<file path="src/rtl/gpio_arb_pkg.sv">
// Shared types and default widths for the two-master GPIO register-port arbiter.
// The optional lock/hold feature is enabled by defining GPIO_ARB_LOCK_EN.
package gpio_arb_pkg;

  localparam int GPIO_AW = 2;
  localparam int GPIO_DW = 32;

  typedef enum logic [1:0] {
    IDLE   = 2'd0,
    ACCESS = 2'd1,
    RESP   = 2'd2
  } arb_state_e;

  typedef enum logic {
    M0 = 1'b0,
    M1 = 1'b1
  } master_id_e;

  function automatic master_id_e other_master(input master_id_e id);
    return (id == M0) ? M1 : M0;
  endfunction

endpackage

</file>
<file path="src/rtl/gpio_arb_rr.sv">
// Round-robin winner select for two requesters, plus the priority pointer register.
module gpio_arb_rr
  import gpio_arb_pkg::*;
(
  input  logic CLK,
  input  logic RST,
  input  logic req0,
  input  logic req1,
  input  logic advance,
  input  logic served,
  output logic winner
);

  master_id_e ptr_q, ptr_d;

  // A lone requester always wins; the pointer only breaks ties.
  always_comb begin
    winner = ptr_q;
    if (req0 && !req1) begin
      winner = M0;
    end else if (req1 && !req0) begin
      winner = M1;
    end
  end

  always_comb begin
    ptr_d = ptr_q;
    if (advance) begin
      ptr_d = other_master(master_id_e'(served));
    end
  end

  always_ff @(posedge CLK) begin
    if (RST) begin
      ptr_q <= M0;
    end else begin
      ptr_q <= ptr_d;
    end
  end

endmodule

</file>
<file path="src/rtl/gpio_arbiter.sv">
// Two-master arbiter/sequencer in front of the gpio_top register port (IDLE -> ACCESS -> RESP).
// Define GPIO_ARB_LOCK_EN to add m0_lock/m1_lock and back-to-back locked accesses up to MAX_HOLD.
module gpio_arbiter
  import gpio_arb_pkg::*;
#(
  parameter int AW = GPIO_AW,
  parameter int DW = GPIO_DW
`ifdef GPIO_ARB_LOCK_EN
  ,
  parameter int MAX_HOLD = 4
`endif
) (
  input  logic          CLK,
  input  logic          RST,
  input  logic          m0_req,
  input  logic          m0_we,
  input  logic [AW-1:0] m0_a,
  input  logic [DW-1:0] m0_wd,
  input  logic          m1_req,
  input  logic          m1_we,
  input  logic [AW-1:0] m1_a,
  input  logic [DW-1:0] m1_wd,
`ifdef GPIO_ARB_LOCK_EN
  input  logic          m0_lock,
  input  logic          m1_lock,
`endif
  output logic          m0_gnt,
  output logic          m1_gnt,
  output logic          m0_rvalid,
  output logic          m1_rvalid,
  output logic [DW-1:0] m0_rd,
  output logic [DW-1:0] m1_rd,
  output logic [AW-1:0] gpio_a,
  output logic          gpio_we,
  output logic [DW-1:0] gpio_wd,
  input  logic [DW-1:0] gpio_rd,
  output logic          busy
);

  arb_state_e    state_q, state_d;
  master_id_e    id_q, id_d;
  logic [AW-1:0] a_q, a_d;
  logic          we_q, we_d;
  logic [DW-1:0] wd_q, wd_d;
  logic [DW-1:0] m0_rd_q, m0_rd_d;
  logic [DW-1:0] m1_rd_q, m1_rd_d;

  logic          rr_winner;
  logic          rr_advance;
  logic          load_cmd;
  master_id_e    load_id;
  logic          in_access;
  logic          in_resp;

`ifdef GPIO_ARB_LOCK_EN
  localparam int HW = $clog2(MAX_HOLD + 1);
  localparam logic [HW-1:0] HOLD_LIMIT = HW'(MAX_HOLD);

  logic [HW-1:0] hold_q, hold_d;
  logic          keep_bus;

  assign keep_bus = (id_q == M1) ? (m1_lock & m1_req) : (m0_lock & m0_req);
`endif

  gpio_arb_rr u_rr (
    .CLK     (CLK),
    .RST     (RST),
    .req0    (m0_req),
    .req1    (m1_req),
    .advance (rr_advance),
    .served  (id_q),
    .winner  (rr_winner)
  );

  assign in_access = (state_q == ACCESS);
  assign in_resp   = (state_q == RESP);

  always_comb begin
    state_d    = state_q;
    rr_advance = 1'b0;
    load_cmd   = 1'b0;
    load_id    = master_id_e'(rr_winner);
`ifdef GPIO_ARB_LOCK_EN
    hold_d     = hold_q;
`endif
    case (state_q)
      IDLE: begin
`ifdef GPIO_ARB_LOCK_EN
        hold_d = '0;
`endif
        if (m0_req || m1_req) begin
          load_cmd = 1'b1;
          state_d  = ACCESS;
        end
      end
      ACCESS: begin
`ifdef GPIO_ARB_LOCK_EN
        hold_d = hold_q + HW'(1);
`endif
        state_d = RESP;
      end
      RESP: begin
        state_d    = IDLE;
        rr_advance = 1'b1;
`ifdef GPIO_ARB_LOCK_EN
        // hold_q counts accesses already done in this tenure, so MAX_HOLD caps the burst.
        if (keep_bus && (hold_q < HOLD_LIMIT)) begin
          load_cmd   = 1'b1;
          load_id    = id_q;
          rr_advance = 1'b0;
          state_d    = ACCESS;
        end
`endif
      end
      default: begin
        state_d = IDLE;
      end
    endcase
  end

  always_comb begin
    id_d    = id_q;
    a_d     = a_q;
    we_d    = we_q;
    wd_d    = wd_q;
    m0_rd_d = m0_rd_q;
    m1_rd_d = m1_rd_q;
    if (load_cmd) begin
      id_d = load_id;
      if (load_id == M1) begin
        a_d  = m1_a;
        we_d = m1_we;
        wd_d = m1_wd;
      end else begin
        a_d  = m0_a;
        we_d = m0_we;
        wd_d = m0_wd;
      end
    end
    if (in_access && !we_q) begin
      if (id_q == M1) begin
        m1_rd_d = gpio_rd;
      end else begin
        m0_rd_d = gpio_rd;
      end
    end
  end

  always_ff @(posedge CLK) begin
    if (RST) begin
      state_q <= IDLE;
      id_q    <= M0;
      a_q     <= '0;
      we_q    <= 1'b0;
      wd_q    <= '0;
      m0_rd_q <= '0;
      m1_rd_q <= '0;
`ifdef GPIO_ARB_LOCK_EN
      hold_q  <= '0;
`endif
    end else begin
      state_q <= state_d;
      id_q    <= id_d;
      a_q     <= a_d;
      we_q    <= we_d;
      wd_q    <= wd_d;
      m0_rd_q <= m0_rd_d;
      m1_rd_q <= m1_rd_d;
`ifdef GPIO_ARB_LOCK_EN
      hold_q  <= hold_d;
`endif
    end
  end

  // A reset landing mid-access aborts it, so the handshake pulses are suppressed too.
  assign m0_gnt    = in_access && (id_q == M0) && !RST;
  assign m1_gnt    = in_access && (id_q == M1) && !RST;
  assign m0_rvalid = in_resp && (id_q == M0) && !RST;
  assign m1_rvalid = in_resp && (id_q == M1) && !RST;
  assign m0_rd     = m0_rd_q;
  assign m1_rd     = m1_rd_q;
  assign gpio_a    = a_q;
  assign gpio_wd   = wd_q;
  assign gpio_we   = in_access & we_q & ~RST;
  assign busy      = (state_q != IDLE);

endmodule

</file>
<file path="config.mk">
export PLATFORM = sky130hd
export DESIGN_NAME = gpio_arbiter
export DESIGN_NICKNAME = d
export VERILOG_FILES = /design/src/rtl/gpio_arb_pkg.sv /design/src/rtl/gpio_arb_rr.sv /design/src/rtl/gpio_arbiter.sv
export SDC_FILE = /design/constraint.sdc
export NUM_CORES = 1
export LEC_CHECK = 0
export ABC_AREA = 0
export CAP_MARGIN = 20
export CORE_ASPECT_RATIO = 0.6
export CORE_MARGIN = 2
export CORE_UTILIZATION = 41
export DETAILED_ROUTE_END_ITERATION = 6
export PLACE_DENSITY_LB_ADDON = 0.2
export SYNTH_ARGS = -nofsm -noshare
export SYNTH_HDL_FRONTEND = slang
export SYNTH_SLANG_ARGS = --single-unit
</file>
<file path="constraint.sdc">
create_clock -name CLK -period 2 [get_ports CLK]
set_clock_uncertainty 0.15 [all_clocks]
set_input_delay 0.4 -clock CLK [delete_from_list [all_inputs] [get_ports CLK]]
set_output_delay 0.4 -clock CLK [all_outputs]
set_load 0.03 [all_outputs]
</file>
==> results of run 1 <==
kinds of logic (layout without fill, tap and decap cells):
logic type / count (synthesis) / after routing / synth area share [%]
and+or+nand+nor: 179 / 179 / 19.1
AOI/OAI and AO/OA: 173 / 173 / 26.2
buffers and inverters: 67 / 250 / 7.00
DFF: 103 / 103 / 47.7
what timing repair did:
item,in CTS,in global routing
endpoints found under the setup margin,6,6
pin swaps,0,1
gates resized for setup,8,6
final cells by class:
cell class	instances	area share (%)
repair buffers	230	33.6
flip-flops and latches	103	30.0
multi-input cells	352	29.2
clock buffers	10	3.47
well taps	135	2.45
clock inverters	6	1.05
inverters	4	0.218
flip-flops by register name, indices dropped and copies added, names as in the netlist:
| signal | count |
|---|---|
| gpio_a | 2 |
| we_q | 1 |
| state_q | 2 |
| m1_rd | 32 |
| id_q | 1 |
| u_rr.ptr_q | 1 |
| m0_rd | 32 |
| gpio_wd | 32 |
power by group:
| part | internal [uW] | switching [uW] |
|---|---|---|
| Sequential | 2190 | 89.4 |
| Combinational | 583 | 724 |
| Clock | 1020 | 805 |
path summary, 6_finish.rpt:
| path | start | to | cells after the start |
|---|---|---|---|
| setup reg to reg | state_q[0] | gpio_wd[8] | 5 |
| hold / removal | RST | state_q[1] | 2 |
| hold reg to reg | m1_rd[21] | m1_rd[21] | 2 |
| setup / recovery | gpio_wd[22] | gpio_wd[22] | 1 |
layer usage:
| metal | routed length [um] | part of all wire (%) | vias up | global-route usage, % |
|---|---|---|---|---|
| met5 | 0 | 0 | - | 0 |
| met4 | 244 | 1.6 | 0 | 7.29 |
| met3 | 1410 | 9.5 | 29 | 8.01 |
| met2 | 6720 | 45 | 255 | 39.9 |
| met1 | 6430 | 43 | 2219 | 33.5 |
| li1 | - | - | 2272 | - |
stage by stage:
step / instance area (um^2) / power, uW / TNS (ns) / hold slack, ns
6_report: 6890 / 5410 / 0 / 0.149
3_5_place_dp: 6540 / 3610 / -3.29 / 0.298
3_3_place_gp: 6540 / 3590 / -1.27 / 0.292
4_1_cts: 6880 / 5430 / -0.0204 / 0.136
5_1_grt: 6890 / 5650 / -0.0122 / 0.134
2_1_floorplan: 4330 / 2980 / 0 / 0.377
synth_stat cells (all sizes together):
cell	count	area, um^2
o211ai	1	7.51
inv	4	15.0
a21oi	100	500
nor2b	2	12.5
a2111oi	70	613
a211oi	1	7.51
o21ai	1	5.00
and3b	1	8.76
and2	2	12.5
and4bb	1	12.5
nor2	3	18.8
nand4bb	1	11.3
clkbuf	38	144
or4b	1	10.0
dfxtp	103	2060
nor3b	2	15.0
buf	25	144
nor4	35	219
nand2	128	480
or2	1	6.26
nor4b	1	15.0
nor3	1	5.00
placed cells by master (no fill, tap or decap), drive strengths merged, types with 3 or more instances in the layout:
cell type	instances
clkdlybuf4s50	202
nand2	128
dfxtp	103
a21oi	100
a2111oi	70
nor4	35
buf	27
clkbuf	10
inv	7
nor2	3
==> flow_results.xml, run 1 <==
<?xml version="1.0" encoding="UTF-8"?>
<metrics>
  <group name="place">
    <metric name="gp_routability_congestion" unit="">0.852</metric>
    <metric name="detailedPlacementHpwl" unit="um">10100</metric>
    <metric name="dp_cells" unit="">825</metric>
    <metric name="dp_slack" unit="ns">-0.210</metric>
    <metric name="io_buffer_count" unit="">209</metric>
  </group>
  <group name="timing">
    <metric name="timing.final.max_slew_violations" unit="">0</metric>
    <metric name="fin_crit_sh" unit="%">97.0</metric>
    <metric name="slew-limit-headroom" unit="%">57.7</metric>
    <metric name="hold_violation_total_from_the_final_report" unit="">0</metric>
    <metric name="final-setup-viol-count" unit="">0</metric>
    <metric name="crit_path_time_final" unit="ns">1.94</metric>
    <metric name="worst-slew-pin-transition" unit="ns">0.635</metric>
    <metric name="max_freq" unit="MHz">515</metric>
    <metric name="finalWorstSetupSlack" unit="ns">0.0594</metric>
  </group>
  <group name="yosys">
    <metric name="yosys_register_bits" unit="">103</metric>
    <metric name="synthDistinctLibCells" unit="">26</metric>
    <metric name="synth_area_per_cell" unit="um^2">8.29</metric>
    <metric name="post_synth_inst_count" unit="">522</metric>
    <metric name="syn-num-nets" unit="">628</metric>
    <metric name="seq_area_frac_synth" unit="%">47.7</metric>
    <metric name="yosysWarnings" unit="">0</metric>
    <metric name="synthesis.area" unit="um^2">4330</metric>
  </group>
  <group name="worst_setup_path">
    <metric name="worst-endpoint-required" unit="ns">1.45</metric>
    <metric name="cp_cell_sequence" unit="">clkdlybuf4s50_1</metric>
    <metric name="stage_delay_of_the_slowest_cell_on_the_critical_path" unit="ns">0.69</metric>
    <metric name="critPathKind" unit="">reg -&gt; out</metric>
    <metric name="critical-path-slowest-cell" unit="">sky130_fd_sc_hd__clkdlybuf4s50_1</metric>
    <metric name="path_delay_family" unit="">buffers and inverters</metric>
    <metric name="internal_reg_to_reg_setup_slack" unit="ns">0.22</metric>
    <metric name="crit_arrival" unit="ns">1.39</metric>
    <metric name="critical_path_peak_fanout" unit="">2</metric>
    <metric name="cp_num_buf_inv" unit="">1</metric>
    <metric name="critical_path.startpoint_type" unit="">flip-flop</metric>
    <metric name="worst_setup_path_end_kind" unit="">primary output</metric>
  </group>
  <group name="global_route">
    <metric name="global_route.overflow_total" unit="">0</metric>
    <metric name="number_of_antenna_violations_at_the_first_check_in_global_routing" unit="">0</metric>
    <metric name="global_route.usage.total" unit="%">25.4</metric>
    <metric name="largest_net_degree_at_the_start_of_global_routing" unit="">62</metric>
    <metric name="grt_pass1_wl" unit="um">23300</metric>
    <metric name="first_global_vias" unit="">4574</metric>
  </group>
  <group name="final_layout">
    <metric name="post_layout_nonfiller_instances" unit="">840</metric>
    <metric name="num-nets-final" unit="">806</metric>
    <metric name="multiInputGateArea" unit="um^2">2010</metric>
    <metric name="final_core_util" unit="%">68.5</metric>
    <metric name="seqCellArea" unit="um^2">2060</metric>
    <metric name="final.fill_count" unit="">796</metric>
    <metric name="antennaDiodeCount" unit="">0</metric>
    <metric name="drive_gt1_share" unit="%">7.94</metric>
    <metric name="areaGrowthSynthToFinish" unit="%">59.2</metric>
  </group>
  <group name="route">
    <metric name="drt_drc_violations_left" unit="">0</metric>
    <metric name="totalWireLength" unit="um">14800</metric>
    <metric name="route.detailed.vias_per_inst" unit="">5.68</metric>
    <metric name="firstDrtPassIters" unit="">5</metric>
    <metric name="antenna_left" unit="">0</metric>
    <metric name="detailroute.via_count" unit="">4775</metric>
    <metric name="first_iter_violations" unit="">276</metric>
    <metric name="route.detailed.wl_per_inst" unit="um">17.6</metric>
  </group>
  <group name="power_and_ir_drop">
    <metric name="vdd.ir_drop.worst" unit="mV">0.581</metric>
    <metric name="power_density" unit="nW/um^2">786</metric>
    <metric name="power.leakage" unit="uW">0.00228</metric>
  </group>
  <group name="die">
    <metric name="floorplan_row_count" unit="">28</metric>
    <metric name="die-height" unit="um">83.6</metric>
    <metric name="die_area" unit="um^2">11400</metric>
    <metric name="initial_core_util" unit="%">43.0</metric>
    <metric name="core-area" unit="um^2">10100</metric>
    <metric name="ios" unit="">210</metric>
    <metric name="die_w" unit="um">137</metric>
  </group>
  <group name="clock_tree">
    <metric name="root_buffer" unit="">sky130_fd_sc_hd__clkbuf_16</metric>
    <metric name="cts-buffers-inserted" unit="">9</metric>
    <metric name="cts.repair_timing.setup_buffer_count" unit="">0</metric>
    <metric name="worst_skew_pair.late_latency" unit="ns">0.33</metric>
    <metric name="cts.sinks" unit="">103</metric>
    <metric name="clock_tree.buffer_depth" unit="">2</metric>
    <metric name="tritoncts" unit="">yes</metric>
    <metric name="hold_buffers" unit="">0</metric>
    <metric name="cts.clk_slew.worst_paths" unit="ns">0.07</metric>
    <metric name="h_tree_levels" unit="">3</metric>
  </group>
  <group name="status">
    <metric name="status" unit="">complete, no violations</metric>
  </group>
  <group name="worst_hold_path">
    <metric name="min-delay-path-class" unit="">in -&gt; reg</metric>
  </group>
  <group name="run">
    <metric name="cap_viol_max_count" unit="">0</metric>
  </group>
</metrics>
Power figures use the tool's default switching activity.
==> inputs of run 2 (changes only) <==
- CTS_CLUSTER_DIAMETER: not set -> 120
- clock period: 2 -> 2.2 ns (I/O delays scaled with it)
==> run 2 against run 1 <==
  * First-iteration DRC count up 11%
  * Global-route usage shrank 0.28 points
  * Clock-buffer cell count unchanged
  * Routed wire length is 0.51% lower
  * Worst hold slack better by 0.16 ns
  * Clock power rose by 5%
  * Via count increased by 0.38%
  * Die area unchanged
  * Combinational power shrank 11%
  * Non-clock buffer count down 2
  * Largest cell class unchanged
  * Highest routed layer unchanged
==> flow_results.xml, run 2 (same netlist as run 1, synthesis figures left out) <==
<?xml version="1.0" encoding="UTF-8"?>
<metrics>
  <group name="status">
    <metric name="status" unit="">complete, no violations</metric>
  </group>
  <group name="clock_tree">
    <metric name="cts.clk_slew.worst_paths" unit="ns">0.07</metric>
    <metric name="worst_skew_pair.late_latency" unit="ns">0.34</metric>
    <metric name="h_tree_levels" unit="">3</metric>
    <metric name="tritoncts" unit="">yes</metric>
    <metric name="cts.sinks" unit="">103</metric>
    <metric name="clock_tree.buffer_depth" unit="">2</metric>
    <metric name="hold_buffers" unit="">0</metric>
    <metric name="root_buffer" unit="">sky130_fd_sc_hd__clkbuf_16</metric>
    <metric name="cts-buffers-inserted" unit="">9</metric>
  </group>
  <group name="power_and_ir_drop">
    <metric name="power.leakage" unit="uW">0.00227</metric>
    <metric name="power_density" unit="nW/um^2">755</metric>
    <metric name="vdd.ir_drop.worst" unit="mV">0.479</metric>
    <metric name="finalPower" unit="uW">5140</metric>
  </group>
  <group name="timing">
    <metric name="rsz_0062_raised_after_global_routing" unit="">no</metric>
    <metric name="worst-slew-pin-transition" unit="ns">0.999</metric>
    <metric name="slew-limit-headroom" unit="%">33.4</metric>
    <metric name="crit_path_time_final" unit="ns">2.10</metric>
    <metric name="final-setup-viol-count" unit="">0</metric>
    <metric name="timing.final.max_slew_violations" unit="">0</metric>
    <metric name="fin_worst_hold_slack" unit="ns">0.307</metric>
    <metric name="hold_violation_total_from_the_final_report" unit="">0</metric>
    <metric name="max_freq" unit="MHz">477</metric>
    <metric name="fin_crit_sh" unit="%">95.2</metric>
  </group>
  <group name="final_layout">
    <metric name="fin_area" unit="um^2">6810</metric>
    <metric name="num-nets-final" unit="">804</metric>
    <metric name="final_common_cell" unit="">sky130_fd_sc_hd__clkdlybuf4s50_1</metric>
    <metric name="drive_gt1_share" unit="%">6.41</metric>
    <metric name="antennaDiodeCount" unit="">0</metric>
    <metric name="areaGrowthSynthToFinish" unit="%">57.4</metric>
    <metric name="layout.cells.most_common_list" unit="">202 x sky130_fd_sc_hd__clkdlybuf4s50_1, 128 x sky130_fd_sc_hd__nand2_1, 103 x sky130_fd_sc_hd__dfxtp_1</metric>
  </group>
  <group name="worst_setup_path">
    <metric name="critical_path_peak_fanout" unit="">4</metric>
    <metric name="critical-path-slowest-cell" unit="">sky130_fd_sc_hd__dlygate4sd2_1</metric>
    <metric name="critical_path.startpoint_type" unit="">flip-flop</metric>
    <metric name="critPathKind" unit="">reg -&gt; out</metric>
    <metric name="worst-endpoint-required" unit="ns">1.61</metric>
    <metric name="crit_arrival" unit="ns">1.51</metric>
    <metric name="cp_cell_sequence" unit="">nor2b_1, and3b_1, dlygate4sd2_1</metric>
    <metric name="stage_delay_of_the_slowest_cell_on_the_critical_path" unit="ns">0.42</metric>
    <metric name="worst_setup_path_end_kind" unit="">primary output</metric>
  </group>
  <group name="die">
    <metric name="core-area" unit="um^2">10100</metric>
    <metric name="initial_core_util" unit="%">43.0</metric>
    <metric name="die_area" unit="um^2">11400</metric>
    <metric name="ios" unit="">210</metric>
    <metric name="die_w" unit="um">137</metric>
    <metric name="die-height" unit="um">83.6</metric>
    <metric name="floorplan_row_count" unit="">28</metric>
  </group>
  <group name="global_route">
    <metric name="number_of_antenna_violations_at_the_first_check_in_global_routing" unit="">0</metric>
    <metric name="largest_net_degree_at_the_start_of_global_routing" unit="">96</metric>
    <metric name="global_route.usage.total" unit="%">25.2</metric>
    <metric name="first_global_vias" unit="">4425</metric>
    <metric name="global_route.overflow_total" unit="">0</metric>
    <metric name="grt_pass1_wl" unit="um">23100</metric>
  </group>
  <group name="place">
    <metric name="detailedPlacementHpwl" unit="um">9850</metric>
    <metric name="io_buffer_count" unit="">209</metric>
    <metric name="placement.cell_area" unit="um^2">6450</metric>
    <metric name="gp_routability_congestion" unit="">0.811</metric>
  </group>
  <group name="route">
    <metric name="totalWireLength" unit="um">14700</metric>
    <metric name="antenna_left" unit="">0</metric>
    <metric name="drt_drc_violations_left" unit="">0</metric>
    <metric name="route.detailed.wl_per_inst" unit="um">17.6</metric>
    <metric name="route.detailed.vias_per_inst" unit="">5.73</metric>
    <metric name="firstDrtPassIters" unit="">5</metric>
    <metric name="first_iter_violations" unit="">307</metric>
    <metric name="detailroute.via_count" unit="">4793</metric>
  </group>
  <group name="run">
    <metric name="cap_viol_max_count" unit="">0</metric>
  </group>
  <group name="worst_hold_path">
    <metric name="min-delay-path-class" unit="">reg -&gt; reg</metric>
  </group>
</metrics>
## run 2: changes by cell type in the layout (fill, tap and decap cells not counted), sizes merged
| cell | delta |
|---|---|
| dlygate4sd2 | +1 |
| buf | -3 |
| clkinv | -1 |
| inv | -2 |
| clkinvlp | -1 |
| bufinv | +3 |
## run 2: layout make-up
type | instances | area, um^2
Tap cell | 135 | 169
Multi-Input combinational cell | 352 | 1970
Clock buffer | 10 | 229
Inverter | 4 | 15.0
Sequential cell | 103 | 2060
Fill cell | 799 | 3240
Clock inverter | 5 | 129
Timing Repair Buffer | 228 | 2230
## run 2: metal layers
metal	part of all wire [%]	global-route usage, %	vias up
met5	0	0	-
met4	1.1	5.78	0
met3	11	8.01	16
met2	45	37.7	246
met1	43	35.1	2265
li1	-	-	2266
## run 2: critical path: cells and delay by family (launching register included)
kind | cells | cell delay (ns)
simple gates | 2 | 0.43
buf+inv | 1 | 0.42
flops | 1 | 0.32
## run 2: repair_timing
action | 4_1_cts | 5_1_grt
setup buffers | 0 | 0
endpoints found under the setup margin | 2 | 1
hold endpoints to repair | 0 | 0
resized for setup | 2 | 1
## run 2: power breakdown
group          internal, uW  switching [uW]  leakage, uW  total [uW]
clock                  1230             691     0.000173        1920
sequential             1990            70.8     0.000843        2060
combinational           506             658      0.00125        1160
total                  3720            1420      0.00227        5140
## run 2: final timing paths
kind / startpoint / end / slack (ns) / cells after the start
max: state_q[1] / m1_rvalid / 0.10 / 3
min: m1_rd[20] / m1_rd[20] / 0.31 / 2
max reg2reg: u_rr.ptr_q / gpio_wd[3] / 0.30 / 3
min reg2reg: m1_rd[20] / m1_rd[20] / 0.31 / 2
## run 2: metrics by stage
| step | worst slack (ns) | instances | util (%) | TNS (ns) |
|---|---|---|---|---|
| after detailed placement | -0.0990 | 822 | 64.1 | -1.17 |
| after floorplan | 0.0954 | 522 | - | 0 |
| after global routing | 0.0237 | 837 | 67.7 | 0 |
| after global placement | -0.00506 | 822 | 64.1 | -0.00506 |
| after CTS | 0.0806 | 837 | 67.7 | 0 |
| final | 0.105 | 837 | 67.7 | 0 |
==> RTL change, RTL diff (settings of run 2) <==
Encoding of `arb_state_e`: now one-hot (3 bits for 3 states).
--- a/src/rtl/gpio_arb_pkg.sv
+++ b/src/rtl/gpio_arb_pkg.sv
@@ -7,6 +7,6 @@
 
-  typedef enum logic [1:0] {
-    IDLE   = 2'd0,
-    ACCESS = 2'd1,
-    RESP   = 2'd2
+  typedef enum logic [2:0] {
+    IDLE   = 3'b001,
+    ACCESS = 3'b010,
+    RESP   = 3'b100
   } arb_state_e;
Check against the original RTL: no difference found for any inputs over 10 cycles, from zero or initial values and one cycle with RST high; not proved beyond that.
==> RTL change against run 2 <==
  * Final area shrank 1.9%
  * Wire length shrank 15%
  * Combinational power grew 4%
  * Count of clock-buffer cells in the layout shrank 1
  * Global-route usage shrank 3.0 points
  * Non-clock buffer count shrank 1
  * Worst setup slack lost 6.8 ps
  * Via count shrank 13%
  * Worst hold slack lost 47 ps
  * Power shrank 6.6%
  * Sequential cell count grew 1
  * Synthesized area shrank 3.2%
  * Critical endpoint is now m0_gnt
  * Largest cell class unchanged
==> RTL change: results (changes against run 2) <==
outcome finished clean (unchanged); first-pass GRT wire length 19.3 mm (was 23.1 mm); Area growth syn-to-layout 59.6% (was 57.4%); sequential fraction of total cell area 0.312 (was 0.303); pin count of the biggest net entering global routing 52 (was 96); Worst Hold Launch RST (was m1_rd[20]); nets@finish 808 (was 804); CP max-delay cell dfxtp_1 (was dlygate4sd2_1); # clock sinks 104 (was 103); Crit Path Max Fanout 6 (was 4); non-clock buffer count in the final layout 227 (was 228); Worst Hold Class in -> reg (was reg -> reg); multi-input gate share of total cell area 0.275 (was 0.290); Synth Area in Compound Gates 0.230 (was 0.262); HPWL after DPL 9.20 mm (was 9.85 mm); Inverters 1 (was 4); CP max stage delay 370 ps (was 420 ps); Overall Power 4.80 mW (was 5.14 mW); Commonest cells post-synth nand2_1 (167), dfxtp_1 (104), a21oi_1 (101) (was nand2_1 (128), dfxtp_1 (103), a21oi_1 (100)); peak supply drop 0.410 mV (was 0.479 mV); Placed Cells 826 (was 822); Seq/Total Area, Yosys 0.497 (was 0.477); GP Congestion 0.812 (was 0.811); leakage 2.33 nW (was 2.27 nW); NonClk Buf Share 0.346 (was 0.328); Pint 3.35 mW (was 3.72 mW); clock network contribution to total cell area 0.0414 (was 0.0525); Avg Inst Size Synth 8.29 sq um (about the same); Placement Setup Slack 25.1 ps (was -99.0 ps)
==> RTL change: changes by cell type in the layout (fill, tap and decap cells not counted), sizes merged, moves of 2 or more <==
cell | before | now
a211oi | 1 | 35
clkinv | 0 | 2
bufinv | 4 | 0
nand2 | 128 | 167
nor2 | 3 | 38
a2111oi | 70 | 0
a21oi | 100 | 102
nor4 | 35 | 0
==> RTL change: final timing paths <==
kind	end	slack (ps)	depth (start not counted)
min	state_q[2]	260	3
max	m0_gnt	100	4
min reg2reg	m0_rd[24]	300	2
max reg2reg	m1_rd[27]	440	5
==> RTL change: worst reg2reg max path, delay by kind of cell (launching register included) <==
kind | cells | cell delay, ps
DFF | 1 | 370
buffers and inverters | 1 | 260
AOI/OAI and AO/OA | 1 | 60
and+or+nand+nor | 3 | 790
==> RTL change: routing by layer <==
metal  vias to the layer above  track usage  wire length (um)
met1                      1937        0.278              5500
met3                        12       0.0879              1190
met5                         -            0                 0
met2                       158        0.364              5720
li1                       2065            -                 -
met4                         0       0.0516               146
